--- config.mk ---
export PLATFORM = sky130hd
export DESIGN_NAME = mem_bus_arbiter_flat
export DESIGN_NICKNAME = d
export VERILOG_FILES = /design/src/rtl/mem_bus_arbiter_if.sv /design/src/rtl/mem_bus_arbiter.sv /design/src/flat_wrapper.sv
export SDC_FILE = /design/constraint.sdc
export NUM_CORES = 1
export LEC_CHECK = 0
export ABC_AREA = 1
export BUFFER_PORTS_ARGS = -buffer_cell sky130_fd_sc_hd__buf_4
export CAP_MARGIN = 25
export CORE_MARGIN = 3
export CORE_UTILIZATION = 36
export CTS_CLUSTER_SIZE = 30
export DETAILED_ROUTE_END_ITERATION = 16
export PLACE_DENSITY_LB_ADDON = 0.08
export SLEW_MARGIN = 20
export SYNTH_ARGS = -nofsm -noshare
export SYNTH_HDL_FRONTEND = slang
export SYNTH_SLANG_ARGS = --single-unit
--- constraint.sdc ---
create_clock -name clock -period 1.5 [get_ports clock]
set_input_delay 0.3 -clock clock [delete_from_list [all_inputs] [get_ports clock]]
set_output_delay 0.3 -clock clock [all_outputs]
set_load 0.01 [all_outputs]
--- src/rtl/mem_bus_arbiter_if.sv ---
// Bus bundle between the three memory requesters (CPU, OAM DMA, aux copy
// master) and the arbiter that owns the single external memory bus.
// master: the requester side. slave: the arbiter side.
interface mem_bus_arbiter_if;
    logic        cpu_re;
    logic        cpu_we;
    logic [15:0] cpu_addr;
    logic [7:0]  cpu_wdata;

    logic        dma_req;
    logic        dma_re;
    logic        dma_we;
    logic [15:0] dma_addr;
    logic [7:0]  dma_wdata;

    logic        aux_req;
    logic        aux_re;
    logic        aux_we;
    logic [15:0] aux_addr;
    logic [7:0]  aux_wdata;

    logic        mem_re;
    logic        mem_we;
    logic [15:0] mem_addr;
    logic [7:0]  mem_wdata;

    logic        gnt_dma;
    logic        gnt_aux;
    logic        cpu_stall;
    logic [1:0]  owner;

    modport master (
        output cpu_re, cpu_we, cpu_addr, cpu_wdata,
        output dma_req, dma_re, dma_we, dma_addr, dma_wdata,
        output aux_req, aux_re, aux_we, aux_addr, aux_wdata,
        input  mem_re, mem_we, mem_addr, mem_wdata,
        input  gnt_dma, gnt_aux, cpu_stall, owner
    );

    modport slave (
        input  cpu_re, cpu_we, cpu_addr, cpu_wdata,
        input  dma_req, dma_re, dma_we, dma_addr, dma_wdata,
        input  aux_req, aux_re, aux_we, aux_addr, aux_wdata,
        output mem_re, mem_we, mem_addr, mem_wdata,
        output gnt_dma, gnt_aux, cpu_stall, owner
    );
endinterface

--- src/rtl/mem_bus_arbiter.sv ---
// Registered-grant arbiter for the external memory bus. The CPU owns the bus
// by default; OAM DMA and the aux copy master take it through a one-cycle
// dead turnaround. A hold window stops the aux master from starving the CPU.
//
// state  | meaning
// -------+-----------------------------------------------------------------
// S_CPU  | CPU owns the bus, no stall
// S_TURN | dead cycle between owners, all strobes blocked, CPU stalled
// S_DMA  | OAM DMA owns the bus until dma_req drops (not preemptible)
// S_AUX  | aux master owns the bus, bounded by the hold window
module mem_bus_arbiter #(
    parameter int MAX_HOLD = 16,
    parameter int HOLD_W   = 5
) (
    input logic               clock,
    input logic               reset,
    mem_bus_arbiter_if.slave  bus
);

    typedef enum logic [1:0] {
        S_CPU  = 2'b00,
        S_DMA  = 2'b01,
        S_AUX  = 2'b10,
        S_TURN = 2'b11
    } state_t;

    localparam logic [HOLD_W-1:0] HOLD_MAX  = HOLD_W'(MAX_HOLD);
    localparam logic [HOLD_W-1:0] HOLD_LAST = HOLD_W'(MAX_HOLD - 1);

    state_t            state_q,     state_d;
    logic [HOLD_W-1:0] hold_cnt_q,  hold_cnt_d;
    logic              cpu_owed_q,  cpu_owed_d;
    logic              gnt_dma_q,   gnt_dma_d;
    logic              gnt_aux_q,   gnt_aux_d;
    logic              cpu_stall_q, cpu_stall_d;
    logic [1:0]        owner_q,     owner_d;

    logic cpu_pend;
    logic hold_done;

    assign cpu_pend  = bus.cpu_re | bus.cpu_we;
    // Compare as >= so a CPU access that shows up after the counter has
    // saturated still forces the aux master off the bus.
    assign hold_done = (hold_cnt_q >= HOLD_LAST);

    // Next-state, hold-window and owed-CPU bookkeeping, plus the Moore
    // decode of the next state so the outputs come straight from flops.
    always_comb begin
        state_d    = state_q;
        hold_cnt_d = hold_cnt_q;
        cpu_owed_d = cpu_owed_q;

        case (state_q)
            S_CPU: begin
                if (bus.dma_req || bus.aux_req) begin
                    state_d = S_TURN;
                end
            end
            S_TURN: begin
                if (bus.dma_req) begin
                    state_d = S_DMA;
                end else if (cpu_owed_q && cpu_pend) begin
                    state_d    = S_CPU;
                    cpu_owed_d = 1'b0;
                end else if (bus.aux_req) begin
                    state_d    = S_AUX;
                    hold_cnt_d = '0;
                end else begin
                    state_d    = S_CPU;
                    cpu_owed_d = 1'b0;
                end
            end
            S_DMA: begin
                if (!bus.dma_req) begin
                    state_d = S_TURN;
                end
            end
            S_AUX: begin
                hold_cnt_d = (hold_cnt_q == HOLD_MAX) ? hold_cnt_q : hold_cnt_q + 1'b1;
                if (hold_done && cpu_pend) begin
                    cpu_owed_d = 1'b1;
                    state_d    = S_TURN;
                end
                if (bus.dma_req || !bus.aux_req) begin
                    state_d = S_TURN;
                end
            end
            default: begin
                state_d = S_CPU;
            end
        endcase

        gnt_dma_d   = (state_d == S_DMA);
        gnt_aux_d   = (state_d == S_AUX);
        cpu_stall_d = (state_d != S_CPU);
        owner_d     = state_d;
    end

    // State and registered outputs; reset returns the bus to the CPU from
    // any state, including the middle of a DMA burst.
    always_ff @(posedge clock) begin
        if (reset) begin
            state_q     <= S_CPU;
            hold_cnt_q  <= '0;
            cpu_owed_q  <= 1'b0;
            gnt_dma_q   <= 1'b0;
            gnt_aux_q   <= 1'b0;
            cpu_stall_q <= 1'b0;
            owner_q     <= 2'b00;
        end else begin
            state_q     <= state_d;
            hold_cnt_q  <= hold_cnt_d;
            cpu_owed_q  <= cpu_owed_d;
            gnt_dma_q   <= gnt_dma_d;
            gnt_aux_q   <= gnt_aux_d;
            cpu_stall_q <= cpu_stall_d;
            owner_q     <= owner_d;
        end
    end

    assign bus.gnt_dma   = gnt_dma_q;
    assign bus.gnt_aux   = gnt_aux_q;
    assign bus.cpu_stall = cpu_stall_q;
    assign bus.owner     = owner_q;

    // Bus mux: only the current owner's strobes reach memory; turnaround
    // drives an all-zero idle bus.
    always_comb begin
        bus.mem_re    = 1'b0;
        bus.mem_we    = 1'b0;
        bus.mem_addr  = 16'h0000;
        bus.mem_wdata = 8'h00;
        case (state_q)
            S_CPU: begin
                bus.mem_re    = bus.cpu_re;
                bus.mem_we    = bus.cpu_we;
                bus.mem_addr  = bus.cpu_addr;
                bus.mem_wdata = bus.cpu_wdata;
            end
            S_DMA: begin
                bus.mem_re    = bus.dma_re;
                bus.mem_we    = bus.dma_we;
                bus.mem_addr  = bus.dma_addr;
                bus.mem_wdata = bus.dma_wdata;
            end
            S_AUX: begin
                bus.mem_re    = bus.aux_re;
                bus.mem_we    = bus.aux_we;
                bus.mem_addr  = bus.aux_addr;
                bus.mem_wdata = bus.aux_wdata;
            end
            default: begin
                bus.mem_re    = 1'b0;
                bus.mem_we    = 1'b0;
                bus.mem_addr  = 16'h0000;
                bus.mem_wdata = 8'h00;
            end
        endcase
    end

endmodule

--- src/flat_wrapper.sv ---
// flat-port wrapper written by rule: the top's interface ports become plain ports
module mem_bus_arbiter_flat 
#(
    parameter int MAX_HOLD = 16,
    parameter int HOLD_W   = 5
)
  (clock, reset, bus_cpu_re, bus_cpu_we, bus_cpu_addr, bus_cpu_wdata, bus_dma_req, bus_dma_re, bus_dma_we, bus_dma_addr, bus_dma_wdata, bus_aux_req, bus_aux_re, bus_aux_we, bus_aux_addr, bus_aux_wdata, bus_mem_re, bus_mem_we, bus_mem_addr, bus_mem_wdata, bus_gnt_dma, bus_gnt_aux, bus_cpu_stall, bus_owner);
  mem_bus_arbiter_if bus_i ();
  input logic clock;
  input logic reset;
  input wire logic [$bits(bus_i.cpu_re)-1:0] bus_cpu_re;
  input wire logic [$bits(bus_i.cpu_we)-1:0] bus_cpu_we;
  input wire logic [$bits(bus_i.cpu_addr)-1:0] bus_cpu_addr;
  input wire logic [$bits(bus_i.cpu_wdata)-1:0] bus_cpu_wdata;
  input wire logic [$bits(bus_i.dma_req)-1:0] bus_dma_req;
  input wire logic [$bits(bus_i.dma_re)-1:0] bus_dma_re;
  input wire logic [$bits(bus_i.dma_we)-1:0] bus_dma_we;
  input wire logic [$bits(bus_i.dma_addr)-1:0] bus_dma_addr;
  input wire logic [$bits(bus_i.dma_wdata)-1:0] bus_dma_wdata;
  input wire logic [$bits(bus_i.aux_req)-1:0] bus_aux_req;
  input wire logic [$bits(bus_i.aux_re)-1:0] bus_aux_re;
  input wire logic [$bits(bus_i.aux_we)-1:0] bus_aux_we;
  input wire logic [$bits(bus_i.aux_addr)-1:0] bus_aux_addr;
  input wire logic [$bits(bus_i.aux_wdata)-1:0] bus_aux_wdata;
  output wire logic [$bits(bus_i.mem_re)-1:0] bus_mem_re;
  output wire logic [$bits(bus_i.mem_we)-1:0] bus_mem_we;
  output wire logic [$bits(bus_i.mem_addr)-1:0] bus_mem_addr;
  output wire logic [$bits(bus_i.mem_wdata)-1:0] bus_mem_wdata;
  output wire logic [$bits(bus_i.gnt_dma)-1:0] bus_gnt_dma;
  output wire logic [$bits(bus_i.gnt_aux)-1:0] bus_gnt_aux;
  output wire logic [$bits(bus_i.cpu_stall)-1:0] bus_cpu_stall;
  output wire logic [$bits(bus_i.owner)-1:0] bus_owner;
  assign bus_i.cpu_re = bus_cpu_re;
  assign bus_i.cpu_we = bus_cpu_we;
  assign bus_i.cpu_addr = bus_cpu_addr;
  assign bus_i.cpu_wdata = bus_cpu_wdata;
  assign bus_i.dma_req = bus_dma_req;
  assign bus_i.dma_re = bus_dma_re;
  assign bus_i.dma_we = bus_dma_we;
  assign bus_i.dma_addr = bus_dma_addr;
  assign bus_i.dma_wdata = bus_dma_wdata;
  assign bus_i.aux_req = bus_aux_req;
  assign bus_i.aux_re = bus_aux_re;
  assign bus_i.aux_we = bus_aux_we;
  assign bus_i.aux_addr = bus_aux_addr;
  assign bus_i.aux_wdata = bus_aux_wdata;
  assign bus_mem_re = bus_i.mem_re;
  assign bus_mem_we = bus_i.mem_we;
  assign bus_mem_addr = bus_i.mem_addr;
  assign bus_mem_wdata = bus_i.mem_wdata;
  assign bus_gnt_dma = bus_i.gnt_dma;
  assign bus_gnt_aux = bus_i.gnt_aux;
  assign bus_cpu_stall = bus_i.cpu_stall;
  assign bus_owner = bus_i.owner;
  mem_bus_arbiter #(.MAX_HOLD(MAX_HOLD), .HOLD_W(HOLD_W)) u_core (.clock(clock), .reset(reset), .bus(bus_i));
endmodule
Yosys cells after proc, flatten, opt, wreduce, memory -nomap -nowiden
Cells that the tools add are included.
{ "classes": {"addsub": 1, "order_cmp": 1, "eq_ne": 12, "mux": 22, "bitwise": 1, "n_reduce_logical": 10} }
{ "op_table": {"columns": ["cell", "count"], "rows": [
  ["one-hot mux 16 bit (3 select lines)", 1],
  ["one-hot mux 8 bit (3 select lines)", 1],
  ["two-way mux 5 bit", 4],
  ["two-way mux 2 bit", 7],
  ["one-hot mux 5 bit (2 select lines)", 1],
  ["inequality test 2 bit (second input constant)", 4],
  ["one-hot mux 2 bit (4 select lines)", 1],
  ["== test 2 bit (second input constant)", 3],
  ["one-hot mux 1 bit (3 select lines)", 2],
  ["adder 5 x 1 -> 5 bit (second input constant)", 1],
  ["== test 5 bit (second input constant)", 1],
  [">= comparator 5 x 4 -> 1 bit (second input constant)", 1],
  ["AND reduction 5 bit", 1],
  ["== test 2 x 1 -> 1 bit (second input constant)", 2],
  ["two-way mux 1 bit", 4],
  ["AND reduction 4 bit", 1],
  ["nonzero test 2 bit", 2],
  ["inequality test 3 x 2 -> 1 bit (second input constant)", 1],
  ["logical AND 1 bit", 2],
  ["logical NOT 2 bit", 1],
  ["logical OR 1 bit", 2],
  ["inequality test 2 x 1 -> 1 bit (second input constant)", 1],
  ["one-hot mux 1 bit (2 select lines)", 1],
  ["logical NOT 1 bit", 1],
  ["OR 1 bit", 1]
]} }
{ "totals": {"regBits": 11, "inputBits": 82, "output_inout_bits": 31, "word_cells": 53} }

Logic depth before layout (Yosys ltp)
{ "logic_depth": {"depth_word": 6, "depth_mapped": 12} }

Worst setup path after synthesis
No wires, ideal clock.
{ "synth_path": {"path_kind": "reg-to-output", "from": "register u_core.state_q[1]", "to": "output bus_mem_addr[10]", "arrival_ns": 1.124, "path_slack_ns": 0.076, "stages_incl_launch_ff": 6, "path_cell_list": "dfxtp_1 > inv_2 > nor2_4 > buf_4 > nand2_1 > a21oi_1"} }
{ "synth_via": {"elab_chain_len": 2} }
{ "synth_lines": {"columns": ["element", "line", "source"], "rows": [
  ["start: declaration", "mem_bus_arbiter.sv:30", "state_t state_q, state_d;"],
  ["start signal: assignment", "mem_bus_arbiter.sv:111", "state_q <= state_d;"],
  ["== test 2 bit (tied with other cells)", "mem_bus_arbiter.sv:133", "case (state_q)"],
  ["one-hot mux 16 bit (3 select lines) (*)", "mem_bus_arbiter.sv:133", null],
  ["end: declaration", "flat_wrapper.sv:27", "output wire logic [$bits(bus_i.mem_addr)-1:0] bus_mem_addr;"]
]} }
Mark *: on every way between the ends. The rest lies on a longest branch, timed or not.

Worst setup path after layout
{ "layout_path": {"from": "register u_core.state_q[0]", "to": "output bus_mem_wdata[4]"} }
{ "layout_via": {"elab_chain_len": 2} }
{ "layout_lines": {"columns": ["element", "line", "source"], "rows": [
  ["== test 2 bit (tied with other cells)", "mem_bus_arbiter.sv:133", null],
  ["one-hot mux 8 bit (3 select lines) (*)", "mem_bus_arbiter.sv:133", null],
  ["end: declaration", "flat_wrapper.sv:28", "output wire logic [$bits(bus_i.mem_wdata)-1:0] bus_mem_wdata;"]
]} }
Marks and branches as above.

==> flow_summary_export.csv <==
group,metric,value,unit
outcome,status,"finished, violations left",
outcome,violations,"setup timing",
placed_design,gp_congestion,0.7866,
route,vias,1767,
power,power_density,634.4,mW/mm²
worst_setup_path,cp_cell_sequence,"nor2_4, buf_6, a22oi_1, a21oi_1, buf_4",
synthesis,synth_top_area_share,24.64,%
worst_setup_path,crit_path_max_incr_delay,370,ps
floorplan,die_area,0.003839,mm²
sta,relSlewSlack,84.55,%
floorplan,fp.dieW,61.96,µm
worst_setup_path,reg2regPathDepth,12,
synthesis,netlist_area,0.001127,mm²
clocking,cts_buffer_depth,2,
sta,skew,3.410,ps
worst_setup_path,cp-start-kind,"flip-flop",
global_route,track_usage,21.88,%
global_route,grt_overflow,0,
floorplan,initial_core_util,39.19,%
synthesis,ys_seq_area_share,19.53,%
synthesis,yosysTopAreaCell,"nand2_1",
sta,max_freq,634.0,MHz
synthesis,synth_area_per_cell,5.553,µm²
route,drt_iter0_drc,118,
floorplan,ios,113,
floorplan,fp.coreArea,0.002877,mm²
route,drc,0,
worst_setup_path,cp-startpoint,"u_core.state_q[0]$_SDFF_PP0_",
clocking,htreeDepth,1,
final_layout,syn2layout_area_growth,95.67,%
clocking,cts_tree,"yes",
sta,hold_violations,0,
route,met1_length,1872,µm
synthesis,async_flop_share,0,%
floorplan,std_cell_rows,19,
min_path,hold_class,"input pin to flip-flop",
min_path,hold-path-cell-count,2,
route,wl_met2,2411,µm
synthesis,synth-edff-count,0,
clocking,cts_buffers,3,
placed_design,dp.cells,357,
global_route,first_global_vias,1469,
synthesis,synth_seq_cells,11,
global_route,grt_max_degree,23,
route,wl_met3,422,µm
clocking,cts_sinks,11,
synthesis,yosys-top-cells-area,"nand2_1, nand3_1, dfxtp_1",
global_route,grt_pass1_wl,6444,µm
sta,setup_violations,26,
route,ant_nets,0,
sta,tightest_slew,231.5,ps
synthesis,synth_cell_types,21,
route,totalWireLength,4735,µm
sta,fin_crit,1577,ps
floorplan,dieHeight,61.96,µm
worst_setup_path,path_max_fanout,6,
worst_setup_path,cp_top_family,"flip-flops",
sta,tns,-1156,ps
sta,maxSlewViolCount,0,
placed_design,dp_slack,69.28,ps
synthesis,yosys_warnings,0,
route,wl_per_cell,12.97,µm
synthesis,synth_common_cells,"nand2_1, nand3_1, inv_1",
placed_design,hpwl,3710,µm
synthesis,synthCells,203,
worst_setup_path,path_class,"flip-flop to output pin",
clocking,postCtsHoldBufs,0,
worst_setup_path,worstPathRequired,1200,ps
route,dr.pass1.iters,4,
sta,rsz0062_at_grt,"true",
final_layout,fillers,250,
min_path,hp-start,"reset",
worst_setup_path,cp.depth,5,
power,leakagePower,1.159,nW
synthesis,synth.most_common_cell,"nand2_1",
power,vdd_drop_max,0.0007481,V
final_layout,nNetsFinal,409,
route,highest_layer,"met4",
final_layout,final_cells,365,
synthesis,syn_nets,288,
clocking,clock_latency,260,ps
worst_setup_path,cp_slowest_cell,"dfxtp_4",
worst_setup_path,path_buf_inv,2,
route,via_per_inst,4.841,
flow_run,maxCapViolations,0,
worst_setup_path,cp-end-kind,"output pin",
sta,setup_slack,-77.22,ps
sta,period_share,105.1,%
final_layout,drive_gt1_share,47.06,%
placed_design,port_buffers,112,
synthesis,ys.flop_type,"dfxtp_1",
clocking,clockRootBuffer,"clkbuf_4",
worst_setup_path,r2r-start,"u_core.hold_cnt_q[1]$_SDFFE_PP0P_",
clocking,cts.clk_slew.worst_paths,70,ps
final_layout,diodes,0,
global_route,antenna_found_initial,0,
worst_setup_path,crit_arrival,1280,ps
-- routing by layer --
layer | vias to the layer above | global-route usage [%]
met5 | - | 0
met4 | 0 | 4.545
met3 | 4 | 4.339
met2 | 73 | 40.68
met1 | 786 | 25.62
li1 | 904 | -
-- cell families after synthesis --
logic type,Yosys count,share of synthesized area (%)
flops,11,19.53
compound gates,16,8.102
buf+inv,30,11.87
simple gates,143,57.16
fa+ha+maj,3,3.330
-- layout make-up --
type | instances | area [µm²] | share of cell area (%)
sequential | 11 | 230.2 | 10.44
tap | 42 | 52.55 | 2.382
inverter | 19 | 73.82 | 3.347
timing repair buffer | 127 | 988.4 | 44.81
clock buffer | 4 | 26.28 | 1.191
multi-input combinational | 162 | 834.6 | 37.83
-- worst paths after layout --
| kind | to | slack, ps |
|---|---|---|
| worst max-delay path | bus_mem_wdata[4] | -80 |
| worst min-delay path | u_core.hold_cnt_q[1]$_SDFFE_PP0P_ | 240 |
| worst max register to register | u_core.bus.cpu_stall$_SDFF_PP0_ | 120 |
| worst min register to register | u_core.cpu_owed_q$_SDFFE_PP0P_ | 460 |
-- registers in the layout, indices dropped and copies added (netlist names) --
register,flops
u_core.bus.cpu_stall,1
u_core.bus.gnt_aux,1
u_core.bus.gnt_dma,1
u_core.cpu_owed_q,1
u_core.hold_cnt_q,5
u_core.state_q,2
-- power breakdown --
| part | switching, mW | internal [mW] |
|---|---|---|
| registers | 0.0199 | 0.312 |
| clock network | 0.0913 | 0.103 |
| logic | 0.405 | 0.468 |
-- stage by stage --
step	util [%]	area [µm²]	hold slack, ps	power [mW]
finish	76.69	2206	241.9	1.399
global route	76.69	2206	240.7	1.498
CTS	74.60	2146	242.4	1.379
detailed placement	71.38	2053	439.6	1.144
global placement	71.38	2053	437.1	1.141
floorplan	-	1127	369.1	0.6960
-- cells in the final DEF, fill, tap and decap left out, types with 2 or more instances in the layout --
cell type	synthesis	layout
buf_4	2	120
nand2_1	74	70
nand3_1	47	44
inv_1	18	18
nor2_1	12	11
a21oi_1	10	9
dfxtp_1	11	7
buf_6	1	6
nand4_1	5	5
nand3_2	1	4
nand2_2	1	4
a22oi_1	4	3
clkbuf_4	0	3
nor2_4	1	2
dfxtp_2	0	2
dfxtp_4	0	2
-- repair_timing --
item	4_1_cts	5_1_grt
gates resized for setup	17	12
gates cloned	1	0
setup endpoints to repair	26	31
pin swaps	0	6
buffers inserted	1	2
No activity file was read; power rests on OpenSTA's default activity.
